==> config.mk <==
export PLATFORM = sky130hd
export DESIGN_NAME = pi_ratio_div
export DESIGN_NICKNAME = d
export VERILOG_FILES = /design/src/rtl/pi_pkg.sv /design/src/rtl/pi_div_step.sv /design/src/rtl/pi_ratio_div.sv
export SDC_FILE = /design/constraint.sdc
export NUM_CORES = 1
export LEC_CHECK = 0
export BUFFER_PORTS_ARGS = -buffer_cell sky130_fd_sc_hd__buf_2
export CORE_ASPECT_RATIO = 0.9
export CORE_MARGIN = 2
export CORE_UTILIZATION = 45
export CTS_CLUSTER_DIAMETER = 50
export CTS_CLUSTER_SIZE = 40
export DETAILED_ROUTE_END_ITERATION = 10
export HOLD_SLACK_MARGIN = 0.02
export PLACE_DENSITY = 0.7
export SLEW_MARGIN = 20
export SYNTH_ARGS = -nofsm -noshare
export SYNTH_HDL_FRONTEND = slang
export SYNTH_SLANG_ARGS = --single-unit
==> constraint.sdc <==
create_clock -name clk -period 2.5 [get_ports clk]
set_input_delay 0.125 -clock clk [delete_from_list [all_inputs] [get_ports clk]]
set_output_delay 0.125 -clock clk [all_outputs]
set_load 0.05 [all_outputs]
==> src/rtl/pi_pkg.sv <==
// Shared types and constants for the pi ratio divider.
// PI_DIV_ROUND_EN adds the ROUND state used for round-to-nearest.
package pi_pkg;

  localparam int unsigned FRAC_BITS_DEF = 8;
  localparam int unsigned CNT_W         = 16;

`ifdef PI_DIV_ROUND_EN
  typedef enum logic [1:0] {
    IDLE  = 2'd0,
    ITER  = 2'd1,
    ROUND = 2'd2,
    FIN   = 2'd3
  } pi_state_e;
`else
  typedef enum logic [1:0] {
    IDLE = 2'd0,
    ITER = 2'd1,
    FIN  = 2'd3
  } pi_state_e;
`endif

endpackage

==> src/rtl/pi_div_step.sv <==
// One restoring-division step: shift in a dividend bit, subtract when it fits.
module pi_div_step #(
  parameter int unsigned DW = 16,
  parameter int unsigned RW = DW + 1
) (
  input  logic [RW-1:0] rem_i,
  input  logic [DW-1:0] div_i,
  input  logic          bit_i,
  output logic [RW-1:0] rem_o,
  output logic          q_o
);

  logic [RW:0] shifted;
  logic [RW:0] div_ext;

  always_comb begin
    shifted = {rem_i, bit_i};
    div_ext = (RW+1)'(div_i);
    q_o     = (shifted >= div_ext);
    rem_o   = q_o ? RW'(shifted - div_ext) : RW'(shifted);
  end

endmodule

==> src/rtl/pi_ratio_div.sv <==
// Pi estimate 4*inside/total by restoring division, one quotient bit per clock.
// Define PI_DIV_ROUND_EN to round to nearest (one extra cycle) instead of truncating.
module pi_ratio_div
  import pi_pkg::*;
#(
  parameter int unsigned FRAC_BITS = FRAC_BITS_DEF
) (
  input  logic                 clk,
  input  logic                 rst_n,
  input  logic                 start_i,
  input  logic [CNT_W-1:0]     total_i,
  input  logic [CNT_W-1:0]     inside_i,
  output logic                 busy_o,
  output logic                 done_o,
  output logic [FRAC_BITS+3:0] quot_o,
  output logic                 err_o
);

  localparam int unsigned QW = FRAC_BITS + 4;
  localparam int unsigned RW = CNT_W + 1;
  localparam int unsigned CW = $clog2(QW + 1);

  pi_state_e         state_q, state_d;
  logic [CNT_W-1:0]  tot_q, tot_d;
  logic [RW-1:0]     rem_q, rem_d;
  logic [QW-1:0]     dsr_q, dsr_d;
  logic [QW-1:0]     qsr_q, qsr_d;
  logic [CW-1:0]     cnt_q, cnt_d;
  logic              errp_q, errp_d;
  logic [QW-1:0]     quot_q, quot_d;
  logic              err_q, err_d;
  logic              done_q, done_d;
  logic              busy_q, busy_d;

  logic [RW-1:0]     step_rem;
  logic              step_q;

  pi_div_step #(.DW(CNT_W), .RW(RW)) u_step (
    .rem_i (rem_q),
    .div_i (tot_q),
    .bit_i (dsr_q[QW-1]),
    .rem_o (step_rem),
    .q_o   (step_q)
  );

  always_ff @(posedge clk or negedge rst_n) begin
    if (!rst_n) begin
      state_q <= IDLE;
      tot_q   <= '0;
      rem_q   <= '0;
      dsr_q   <= '0;
      qsr_q   <= '0;
      cnt_q   <= '0;
      errp_q  <= 1'b0;
      quot_q  <= '0;
      err_q   <= 1'b0;
      done_q  <= 1'b0;
      busy_q  <= 1'b0;
    end else begin
      state_q <= state_d;
      tot_q   <= tot_d;
      rem_q   <= rem_d;
      dsr_q   <= dsr_d;
      qsr_q   <= qsr_d;
      cnt_q   <= cnt_d;
      errp_q  <= errp_d;
      quot_q  <= quot_d;
      err_q   <= err_d;
      done_q  <= done_d;
      busy_q  <= busy_d;
    end
  end

  always_comb begin
    state_d = state_q;
    tot_d   = tot_q;
    rem_d   = rem_q;
    dsr_d   = dsr_q;
    qsr_d   = qsr_q;
    cnt_d   = cnt_q;
    errp_d  = errp_q;
    quot_d  = quot_q;
    err_d   = err_q;
    done_d  = 1'b0;
    unique case (state_q)
      IDLE: begin
        if (start_i) begin
          if ((total_i == '0) || (inside_i > total_i)) begin
            qsr_d   = '1;
            errp_d  = 1'b1;
            state_d = FIN;
          end else begin
            // Numerator is inside<<(FRAC_BITS+2): its top part seeds the remainder.
            tot_d   = total_i;
            rem_d   = RW'(inside_i[CNT_W-1:2]);
            dsr_d   = {inside_i[1:0], {(QW-2){1'b0}}};
            qsr_d   = '0;
            cnt_d   = '0;
            errp_d  = 1'b0;
            state_d = ITER;
          end
        end
      end
      ITER: begin
        rem_d = step_rem;
        dsr_d = {dsr_q[QW-2:0], 1'b0};
        qsr_d = {qsr_q[QW-2:0], step_q};
        cnt_d = cnt_q + CW'(1);
        if (cnt_q == CW'(QW - 1)) begin
`ifdef PI_DIV_ROUND_EN
          state_d = ROUND;
`else
          state_d = FIN;
`endif
        end
      end
`ifdef PI_DIV_ROUND_EN
      ROUND: begin
        if (({rem_q, 1'b0} >= (RW+1)'(tot_q)) && (qsr_q != '1)) begin
          qsr_d = qsr_q + QW'(1);
        end
        state_d = FIN;
      end
`endif
      FIN: begin
        done_d  = 1'b1;
        quot_d  = qsr_q;
        err_d   = errp_q;
        state_d = IDLE;
      end
      default: state_d = IDLE;
    endcase
    busy_d = (state_d != IDLE);
  end

  assign busy_o = busy_q;
  assign done_o = done_q;
  assign quot_o = quot_q;
  assign err_o  = err_q;

endmodule

Yosys cells after proc, flatten, opt, wreduce, memory -nomap -nowiden:

Index checks and enable logic that the tools add are counted.

* flip-flop bits (word level): 79
* bits of input ports: 35
* logic and storage cells: 49

* add/sub/neg operators: 2
* $lt $le $gt $ge: 2
* equality and inequality tests: 5
* multiplexer cells: 19
* bitwise logic cells: 1
* reductions and logical operators: 9

Operators by type and width (count)
* 17-bit 2-to-1 mux: 3
* 12-bit 2-to-1 mux: 4
* 12-bit one-hot mux with 2 select lines: 2
* 17-bit one-hot mux with 2 select lines: 1
* 18-bit by 16-bit greater-or-equal comparator with 1-bit output: 1
* 17-bit by 16-bit subtractor with 17-bit output: 1
* 16-bit greater-than comparator: 1
* 16-bit logical NOT: 1
* 4-bit 2-to-1 mux: 2
* 4-bit one-hot mux with 2 select lines: 1
* 2-bit 2-to-1 mux: 3
* 3-bit AND reduction: 2
* 4-bit by 1-bit adder with 4-bit output (second input constant): 1
* 4-bit == test (second input constant): 1
* 2-bit != test (second input constant): 2
* 2-bit one-hot mux with 2 select lines: 1
* 2-bit AND reduction: 2
* 2-bit nonzero test: 2
* 2-bit by 1-bit == test with 1-bit output (second input constant): 1
* 2-bit == test (second input constant): 1
* 2-bit logical NOT: 1
* 1-bit 2-to-1 mux: 2
* 1-bit logical OR: 1
* 1-bit NOT: 1

Depth between registers and ports, before layout:

Gate-level depths: netlist of run 1.

* word-level depth: 6
* gate-level depth with buffers: 12
* depth with buffers taken out: 10

Hierarchy:

Synthesis of run 1 repeated with hierarchy kept, for this count alone.

* cells, all modules: 439
* area, all modules: 4414.2 um^2

Modules (own cells, without submodules)
* pi_ratio_div: times used 1, cells an instance 276, area each 3254.4 um^2, seq. area each 1726.7 um^2
* pi_div_step: times used 1, cells an instance 163, area each 1159.9 um^2, seq. area each 0.0 um^2

Least setup slack after synthesis of run 1:

Ideal clock, no wire load.

* path type: reg-to-reg
* from: register rem_q[12]
* to: register rem_q[10]
* data arrival time: 2296 ps
* data required time: 2356 ps
* path slack: 61 ps
* cell stages (with the launch flop): 12
* period minus slack after synthesis: 2439 ps
* path through: dfrtp_1 -> ha_1 -> clkbuf_1 -> nand3_1 -> nor2_1 -> and3_1 -> or4_1 -> nor2_1 -> buf_4 -> buf_2 -> mux2i_1 -> mux2i_1

* longest elaborated chain between the ends: 3

Ends and longest elaborated chain
* start: declaration: RTL line pi_ratio_div.sv:25 `logic [RW-1:0] rem_q, rem_d;`
* start signal: assignment: RTL line pi_ratio_div.sv:62 `rem_q <= rem_d;`
* 18-bit by 16-bit greater-or-equal comparator with 1-bit output: RTL line pi_div_step.sv:19 `q_o = (shifted >= div_ext);`
* 17-bit 2-to-1 mux: RTL line pi_div_step.sv:20 `rem_o = q_o ? RW'(shifted - div_ext) : RW'(shifted);`
* 17-bit one-hot mux with 2 select lines: RTL line pi_ratio_div.sv:85 `unique case (state_q)`

No other way between the ends.
A chain may end at the register's enable or synchronous reset.

Worst setup path in the final report of run 1:

* from: register tot_q[5]
* to: register rem_q[5]

* longest elaborated chain between the ends: 3
* elaborated cells between the ends (all ways): 4

Ends and longest elaborated chain
* start: declaration: RTL line pi_ratio_div.sv:24 `logic [CNT_W-1:0] tot_q, tot_d;`
* start signal: assignment: RTL line pi_ratio_div.sv:61 `tot_q <= tot_d;`
* 17-bit by 16-bit subtractor with 17-bit output or 18-bit by 16-bit greater-or-equal comparator with 1-bit output (tied branches): RTL line pi_div_step.sv:20, pi_div_step.sv:19
* 17-bit 2-to-1 mux *: RTL line pi_div_step.sv:20
* 17-bit one-hot mux with 2 select lines *: RTL line pi_ratio_div.sv:85

Mark *: on every way between the ends. The rest lies on a longest branch, timed or not.

==> results.toml, run 1 <==
[synth]
synth_nets = 509
synthTopCellsByCount = "69 x dfrtp_1, 39 x mux2i_1, 38 x inv_1"
synth_cells = 440
ys.flop_type = "dfrtp_1"
synth_cell_types = 52
ys_async_sr_fraction_pct = 100
syn_area_per_cell_sq_um = 9.80
ys_ff_latch = 69
synth_seq_area_share_pct = 40.1
synth_top_area_share_pct = 40.1
ys_top_cells_by_area = "dfrtp_1 40%, ha_1 9.6%, mux2i_1 9.1%, mux2_2 4.2%, o21ai_0 3.6%"
synth_warnings = 0
synth_area_sq_um = 4310
synth_top_cell_by_area = "dfrtp_1"
synth_edf_count = 0
synth_most_common_cell = "dfrtp_1"

[route]
vias = 3596
top_layer_used = "met4"
wl_per_cell_um = 16.5
drt_iter0_drc = 227
remaining_drc_errors = 0
met2_length_um = 4910
ant_nets = 0
dr_wl_met3_um = 360
met1_length_um = 5270
dr.pass1.iters = 5
wl_um = 10700
vias_per_cell = 5.54

[setup_path]
start_kind = "register"
endpoint_kind = "register"
crit_fanout = 5
critPathKind = "reg2reg"
cp.arrival_ns = 2.71
crit_required_ns = 2.72

[power_and_ir_drop]
leakagePower_nw = 2.55
power.density_nw_per_um2 = 1690
power_frac_seq_pct = 23.0
internal-power_mw = 5.04
power_frac_comb_pct = 67.2
p_clk_share_pct = 9.7
sw_frac_of_total_pct = 44.8
p_sw_mw = 4.10
ir_worst_vdd_mv = 0.687

[global_routing]
grt_pass1_wl_um = 17500
grt_pass1_vias = 3505
antenna_found_initial = 0
track_usage_pct = 21.2
grt_max_degree = 70
overflow = 0

[clocking]
clkSlewWorstSetupHoldPaths_ns = 0.08
numCtsBuffers = 9
clock_path_buffers = 2
clk_latency_ns = 0.36
cts_num_sinks = 69
htreeDepth = 3
root_buffer = "clkbuf_8"
cts_tree = "built"

[timing]
period_minus_slack_ns = 2.49
clock_skew_ns = 0.0107
worst_pin_slew_ns = 0.594
finalHoldViolCount = 0
worst_slack_ns = 0.00543
finalCritPeriodShare_pct = 99.8
finalMaxSlewViolations = 0
slew_headroom_pct = 60.0
rsz0062_at_grt = "true"
fmax_ghz = 0.401
setup_violations = 0
holdWs_ns = 0.0430

[layout]
utilization_pct = 58.5
antenna_cells = 0
layout-drive-gt1-share_pct = 30.7
nets = 591
syn2layout_area_growth_pct = 25.1
fill_cells = 792

[worst_hold_path]
hold_path.class = "in2reg"

[die]
die_w_um = 107
core_area_sq_um = 9210
die-area_sq_um = 10400
die_y_um = 96.9
initial_utilization_pct = 46.8
ios = 50
std_cell_rows = 33

[outcome]
outcome = "finished, final reports clean"

[placed_design]
place_ws_ns = -0.237
gp_congestion = 0.899
io_buffers = 49
dp_hpwl_um = 7700

[run]
cap_violations = 0
## registers in the layout, indices dropped and copies added (netlist names)
register,count
rem_q,17
tot_q,16
qsr_q,12
quot_o,12
cnt_q,4
dsr_q,2
state_q,2
busy_o,1
done_o,1
err_o,1
errp_q,1
## cells by family (layout without fill, tap and decap cells)
| logic type | Yosys count | after routing | synth area share (%) |
|---|---|---|---|
| buf+inv | 61 | 148 | 5.83 |
| compound gates | 117 | 117 | 17.5 |
| simple gates | 94 | 94 | 11.1 |
| flops | 69 | 69 | 40.1 |
| fa+ha+maj | 34 | 34 | 10.0 |
| xor+xnor | 9 | 9 | 1.83 |
| mux | 56 | 56 | 13.6 |
## repair_timing
| action | in CTS | in global routing |
|---|---|---|
| hold endpoints to repair | 69 | 0 |
| setup buffers | 0 | 5 |
| gates cloned | 0 | 1 |
| gates resized for setup | 8 | 34 |
| pin swaps | 0 | 11 |
| setup endpoints to repair | 13 | 20 |
| hold buffers | 1 | 0 |
## critical path: stages, from the launching register on
cell and delay [ns]:
dfrtp_1 0.36, inv_1 0.06, ha_1 0.33, and3_1 0.17, and3_1 0.20, or4_4 0.43, nor2_4 0.16, buf_6 0.16
buf_6 0.14, mux2i_1 0.24, mux2i_1 0.11
## power by group through the flow
stage	sequential [mW]	clock (mW)	combinational [mW]
after floorplan	2.37	0	3.58
after global placement	2.06	0	5.19
after detailed placement	2.08	0	5.34
after CTS	2.06	0.906	5.49
after global routing	2.18	0.956	6.73
final	2.10	0.888	6.14
## cell usage in the layout (no fill, tap or decap), types with 21 or more instances in the layout
cell     count
dfrtp_1     69
ha_1        21
inv_1       36
buf_2       49
buf_4       40
nor2_1      23
mux2i_1     39
o21ai_0     28
a21oi_1     24
## per-layer routing
metal / GRT usage [%] / up-vias
li1: - / 1749
met1: 32.0 / 1745
met2: 31.7 / 86
met3: 3.84 / 16
met5: 0 / -
met4: 4.80 / 0
## cell type report
class	instances	area [sq um]	share of cell area, %
clock buffer	9	124	2.30
clock inverter	7	65.1	1.21
sequential	69	1730	32.0
multi-input combinational	310	2570	47.7
inverter	38	143	2.65
timing repair buffer	94	609	11.3
tap	122	153	2.83
## path summary, 6_finish.rpt
path	from	slack (ns)	cells after the start	to
min reg2reg	dsr_q[10]$_DFFE_PN0P_	0.48	2	dsr_q[11]$_DFFE_PN0P_
max	tot_q[5]$_DFFE_PN0P_	0.005	10	rem_q[5]$_DFFE_PN0P_
min in group asynchronous	rst_n	0.32	3	tot_q[4]$_DFFE_PN0P_
max reg2reg	tot_q[5]$_DFFE_PN0P_	0.005	10	rem_q[5]$_DFFE_PN0P_
max in group asynchronous	rst_n	1.87	3	rem_q[13]$_DFFE_PN0P_
min	total_i[3]	0.04	3	tot_q[3]$_DFFE_PN0P_
## metrics by stage
| step | TNS, ns | cells | power [mW] | instance area [sq um] |
|---|---|---|---|---|
| after floorplan | 0 | 440 | 5.94 | 4310 |
| after global placement | -6.19 | 626 | 7.26 | 4910 |
| final | 0 | 649 | 9.13 | 5390 |
| after CTS | 0 | 643 | 8.45 | 5150 |
| after detailed placement | -7.82 | 626 | 7.41 | 4910 |
| after global routing | -0.103 | 649 | 9.86 | 5390 |
No activity file was read; power rests on OpenSTA's default activity.
==> run 2: changes to the inputs <==
--- a/config.mk
+++ b/config.mk
@@ -14,6 +14,7 @@
 export DETAILED_ROUTE_END_ITERATION = 10
 export HOLD_SLACK_MARGIN = 0.02
 export PLACE_DENSITY = 0.7
+export RECOVER_POWER = 25
 export SLEW_MARGIN = 20
 export SYNTH_ARGS = -nofsm -noshare
 export SYNTH_HDL_FRONTEND = slang
==> constraint.sdc (replaced) <==
create_clock -name clk -period 2.1 [get_ports clk]
set_input_delay 0.105 -clock clk [delete_from_list [all_inputs] [get_ports clk]]
set_output_delay 0.105 -clock clk [all_outputs]
set_load 0.05 [all_outputs]
==> run 2 against run 1 <==
  * Final area grew 15%
  * Wire length grew 17%
  * Highest routed layer unchanged
  * Worst hold slack lost 0.016 ns
  * The run now ends with capacitance limit, slew limit, setup timing left
  * Critical endpoint is now rem_q[14]$_DFFE_PN0P_
  * Register-to-register slack lost 0.29 ns
  * Clock-buffer cell count is the same
==> results.toml, run 2 (same netlist as run 1, synthesis figures left out) <==
[setup_path]
crit_fanout = 7
path_buf_inv = 1
cpLargestDelayFamily = "simple AND/OR/NAND/NOR gates"
endpoint_kind = "register"
critPathKind = "reg2reg"
crit_required_ns = 2.37
cpPeakStageDelay_ns = 0.42
start_kind = "register"
cp.arrival_ns = 2.66
path_cells = "ha_4, fa_2, nor2b_4, o31ai_4, a21o_1, o221ai_2, nor2_4, buf_6, or3b_4, a21oi_2"
cp_slowest_cell = "dfrtp_1"

[placed_design]
dp_hpwl_um = 8900
io_buffers = 49
gp_congestion = 0.899

[layout]
final_cell_mix = "98 x buf_4, 69 x dfrtp_1, 46 x buf_2"
nets = 657
regMostFlops = "rem_q"
reg.largest.list = "rem_q (17), tot_q (16)"
fill_cells = 676
antenna_cells = 0
layout-drive-gt1-share_pct = 45.6
utilization_pct = 67.2
syn2layout_area_growth_pct = 43.6
largest_reg_flops = 17
mostFrequentLayoutCell = "buf_4"

[timing]
finalHoldViolCount = 0
worst_pin_slew_ns = 1.55
worst_slack_ns = -0.286
finalCritPeriodShare_pct = 114
fmax_ghz = 0.419
setup_violations = 18
finalMaxSlewViolations = 27
clock_skew_ns = 0.0103
slew_headroom_pct = -3.10
rsz0062_at_grt = "true"
period_minus_slack_ns = 2.39

[clocking]
root_buffer = "clkbuf_8"
numCtsBuffers = 9
htreeDepth = 3
clock_path_buffers = 2
cts_num_sinks = 69
clk_latency_ns = 0.35
cts_tree = "built"
clkSlewWorstSetupHoldPaths_ns = 0.08

[global_routing]
antenna_found_initial = 0
grt_pass1_vias = 4110
grt_max_degree = 29
track_usage_pct = 23.3
grt_pass1_wl_um = 19300
overflow = 0

[die]
initial_utilization_pct = 46.8
ios = 50
std_cell_rows = 33
die_y_um = 96.9
die-area_sq_um = 10400
die_w_um = 107
core_area_sq_um = 9210

[outcome]
violations = "capacitance limit, slew limit, setup timing"
outcome = "finished, violations left"

[power_and_ir_drop]
leakagePower_nw = 2.91
ir_worst_vdd_mv = 1.16
power.density_nw_per_um2 = 2050
finalPower_mw = 12.7

[route]
vias = 3994
drt_iter0_drc = 274
ant_nets = 0
dr.pass1.iters = 4
vias_per_cell = 5.59
wl_per_cell_um = 17.5
remaining_drc_errors = 0
wl_um = 12500

[run]
cap_violations = 1

[worst_hold_path]
hold_path.class = "in2reg"
-- run 2: changes by cell type in the layout (fill, tap and decap cells not counted), sizes merged --
cell | previous run | this run
o21a | 6 | 7
inv | 42 | 38
clkinv | 2 | 4
buf | 93 | 156
clkbuf | 9 | 11
bufinv | 0 | 1
-- run 2: cell type report --
class	instances	area, sq um	share of cell area [%]
sequential	69	1730	27.9
inverter	38	155	2.51
timing repair buffer	159	1140	18.5
multi-input combinational	311	2820	45.6
clock buffer	9	124	2.00
clock inverter	6	65.1	1.05
tap	122	153	2.47
-- run 2: per-stage QoR --
step / worst slack (ns) / instance area, sq um / setup TNS (ns) / hold slack [ns] / cells
final: -0.286 / 6190 / -3.93 / 0.0274 / 714
after floorplan: -0.173 / 4440 / -2.28 / -0.191 / 440
after CTS: -0.360 / 5800 / -5.35 / 0.0273 / 711
after global routing: -0.347 / 6190 / -9.05 / 0.0624 / 714
after detailed placement: -0.450 / 5510 / -19.04 / 0.170 / 692
after global placement: -0.386 / 5510 / -15.79 / 0.172 / 692
-- run 2: what timing repair did --
action	4_1_cts	5_1_grt
buffers inserted	3	4
pin swaps	13	19
cloned	1	0
resized for setup	16	79
setup endpoints to repair	41	48
hold endpoints to repair	24	0
hold buffers	1	0
-- run 2: worst min-delay path: stages --
cell     delay [ns]
buf_2          0.09
mux2i_1        0.06
nor2_1         0.08
-- run 2: worst paths after layout --
check | endpoint | slack (ns) | startpoint | cells after the start
max | rem_q[14]$_DFFE_PN0P_ | -0.29 | tot_q[0]$_DFFE_PN0P_ | 10
min | dsr_q[10]$_DFFE_PN0P_ | 0.03 | inside_i[0] | 3
max reg2reg | rem_q[14]$_DFFE_PN0P_ | -0.29 | tot_q[0]$_DFFE_PN0P_ | 10
min reg2reg | dsr_q[11]$_DFFE_PN0P_ | 0.49 | dsr_q[10]$_DFFE_PN0P_ | 2
max in group asynchronous | tot_q[0]$_DFFE_PN0P_ | 0.20 | rst_n | 3
min in group asynchronous | tot_q[7]$_DFFE_PN0P_ | 0.67 | rst_n | 2
-- run 2: metal layers --
metal / vias up / global-route usage [%] / part of all wire, %
met5: - / 0 / 0
met4: 0 / 8.69 / 2.6
met3: 32 / 3.23 / 4.4
met2: 98 / 38.2 / 48
met1: 1986 / 31.3 / 45
li1: 1878 / - / -
-- run 2: power breakdown --
part	internal, mW	switching (mW)
registers	2.02	0.519
clock network	0.542	0.526
logic	4.65	4.40
==> run 3: changes to the inputs <==
--- a/config.mk
+++ b/config.mk
@@ -15,6 +15,7 @@
 export HOLD_SLACK_MARGIN = 0.02
 export PLACE_DENSITY = 0.7
 export RECOVER_POWER = 25
+export SKIP_CTS_REPAIR_TIMING = 1
 export SLEW_MARGIN = 20
 export SYNTH_ARGS = -nofsm -noshare
 export SYNTH_HDL_FRONTEND = slang
==> run 3 against run 2 <==
  * The flow still finishes with violations (capacitance limit, slew limit, setup timing)
  * Via count rose by 0.15%
  * Largest cell class unchanged
  * Global-route usage decreased by 0.41 points
  * Die area unchanged
  * Critical path type unchanged
  * Clock skew barely moved
  * Critical endpoint unchanged
==> results.toml, run 3 (same netlist as run 1, synthesis figures left out) <==
[timing]
finalHoldViolCount = 0
rsz0062_at_grt = "true"
finalCritPeriodShare_pct = 117
worst_slack_ns = -0.366
fmax_ghz = 0.405
setup_violations = 20
worst_pin_slew_ns = 1.53
finalMaxSlewViolations = 27
period_minus_slack_ns = 2.47
clock_skew_ns = 0.0102
slew_headroom_pct = -2.19
holdWs_ns = 0.0324

[placed_design]
dp_hpwl_um = 8900
place_ws_ns = -0.450
gp_congestion = 0.899
place_inst = 692
io_buffers = 49

[route]
ant_nets = 0
drt_iter0_drc = 282
remaining_drc_errors = 0
vias_per_cell = 5.61
vias = 4000
dr.pass1.iters = 5
wl_per_cell_um = 16.8
wl_um = 12000

[layout]
reg.largest.list = "rem_q (17), tot_q (16)"
nets = 656
syn2layout_area_growth_pct = 39.8
fill_cells = 706
largest_reg_flops = 17
regMostFlops = "rem_q"
layoutNonFillerInstCount = 713
final_cell_mix = "103 x buf_4, 69 x dfrtp_1, 45 x buf_2"
layout-drive-gt1-share_pct = 40.8
antenna_cells = 0
mostFrequentLayoutCell = "buf_4"

[die]
die-area_sq_um = 10400
core_area_sq_um = 9210
std_cell_rows = 33
initial_utilization_pct = 46.8
die_w_um = 107
ios = 50
die_y_um = 96.9

[setup_path]
crit_required_ns = 2.37
endpoint_kind = "register"
start_kind = "register"
critPathKind = "reg2reg"
crit_fanout = 7
cp.arrival_ns = 2.74

[power_and_ir_drop]
power.density_nw_per_um2 = 1990
leakagePower_nw = 2.90
finalPower_mw = 12.0
ir_worst_vdd_mv = 1.15

[clocking]
numCtsBuffers = 9
cts_num_sinks = 69
cts_tree = "built"
clock_path_buffers = 2
clk_latency_ns = 0.34
root_buffer = "clkbuf_8"
htreeDepth = 3
clkSlewWorstSetupHoldPaths_ns = 0.07

[outcome]
violations = "capacitance limit, slew limit, setup timing"
outcome = "finished, violations left"

[global_routing]
grt_pass1_vias = 4037
track_usage_pct = 22.9
grt_max_degree = 29
grt_pass1_wl_um = 19000
overflow = 0
antenna_found_initial = 0

[worst_hold_path]
hold_path.class = "in2reg"

[run]
cap_violations = 1
==> run 3: cell types whose count changed in the layout (fill, tap and decap cells not counted), sizes merged <==
cell | before | now
buf | 156 | 155
clkbuf | 11 | 12
o21a | 7 | 6
==> run 3: path summary, 6_finish.rpt <==
kind	slack, ns	start	depth (start not counted)	end
worst max-delay path	-0.37	tot_q[0]$_DFFE_PN0P_	10	rem_q[14]$_DFFE_PN0P_
worst min-delay path	0.03	inside_i[0]	3	dsr_q[10]$_DFFE_PN0P_
worst max register to register	-0.37	tot_q[0]$_DFFE_PN0P_	10	rem_q[14]$_DFFE_PN0P_
worst min register to register	0.49	dsr_q[10]$_DFFE_PN0P_	2	dsr_q[11]$_DFFE_PN0P_
max in group asynchronous	0.21	rst_n	3	tot_q[13]$_DFFE_PN0P_
min in group asynchronous	0.67	rst_n	2	tot_q[7]$_DFFE_PN0P_
==> run 3: power breakdown <==
part / internal (mW) / switching (mW)
logic: 4.29 / 4.15
registers: 2.02 / 0.463
clock network: 0.542 / 0.525
==> run 3: layer usage <==
layer,wire [um],GRT usage [%]
met1,5510,31.3
met2,5650,37.4
met3,565,2.96
met4,233,7.89
met5,0,0
==> run 3: cell type report <==
class	count	area (sq um)	area share, %
Tap cell	122	153	2.53
Timing Repair Buffer	159	1150	19.1
Multi-Input combinational cell	310	2650	43.9
Clock inverter	6	65.1	1.08
Clock buffer	9	124	2.06
Inverter	38	155	2.58
Sequential cell	69	1730	28.7
==> run 3: worst max-delay path: stages, from the launching register on <==
cell and delay, ns:
dfrtp_1 0.42, ha_4 0.18, fa_2 0.42, nor2b_4 0.16, o31ai_4 0.08, a21o_1 0.22
o221ai_4 0.20, nor2_4 0.06, buf_6 0.14, or3b_4 0.39, a21oi_2 0.12
==> run 3: per-stage QoR <==
| step | util, % | instance area, sq um | setup TNS (ns) |
|---|---|---|---|
| floorplan | - | 4440 | -2.28 |
| global placement | 59.9 | 5510 | -15.79 |
| detailed placement | 59.9 | 5510 | -19.04 |
| CTS | 61.9 | 5700 | -7.68 |
| global route | 65.4 | 6020 | -11.09 |
| finish | 65.4 | 6020 | -5.21 |
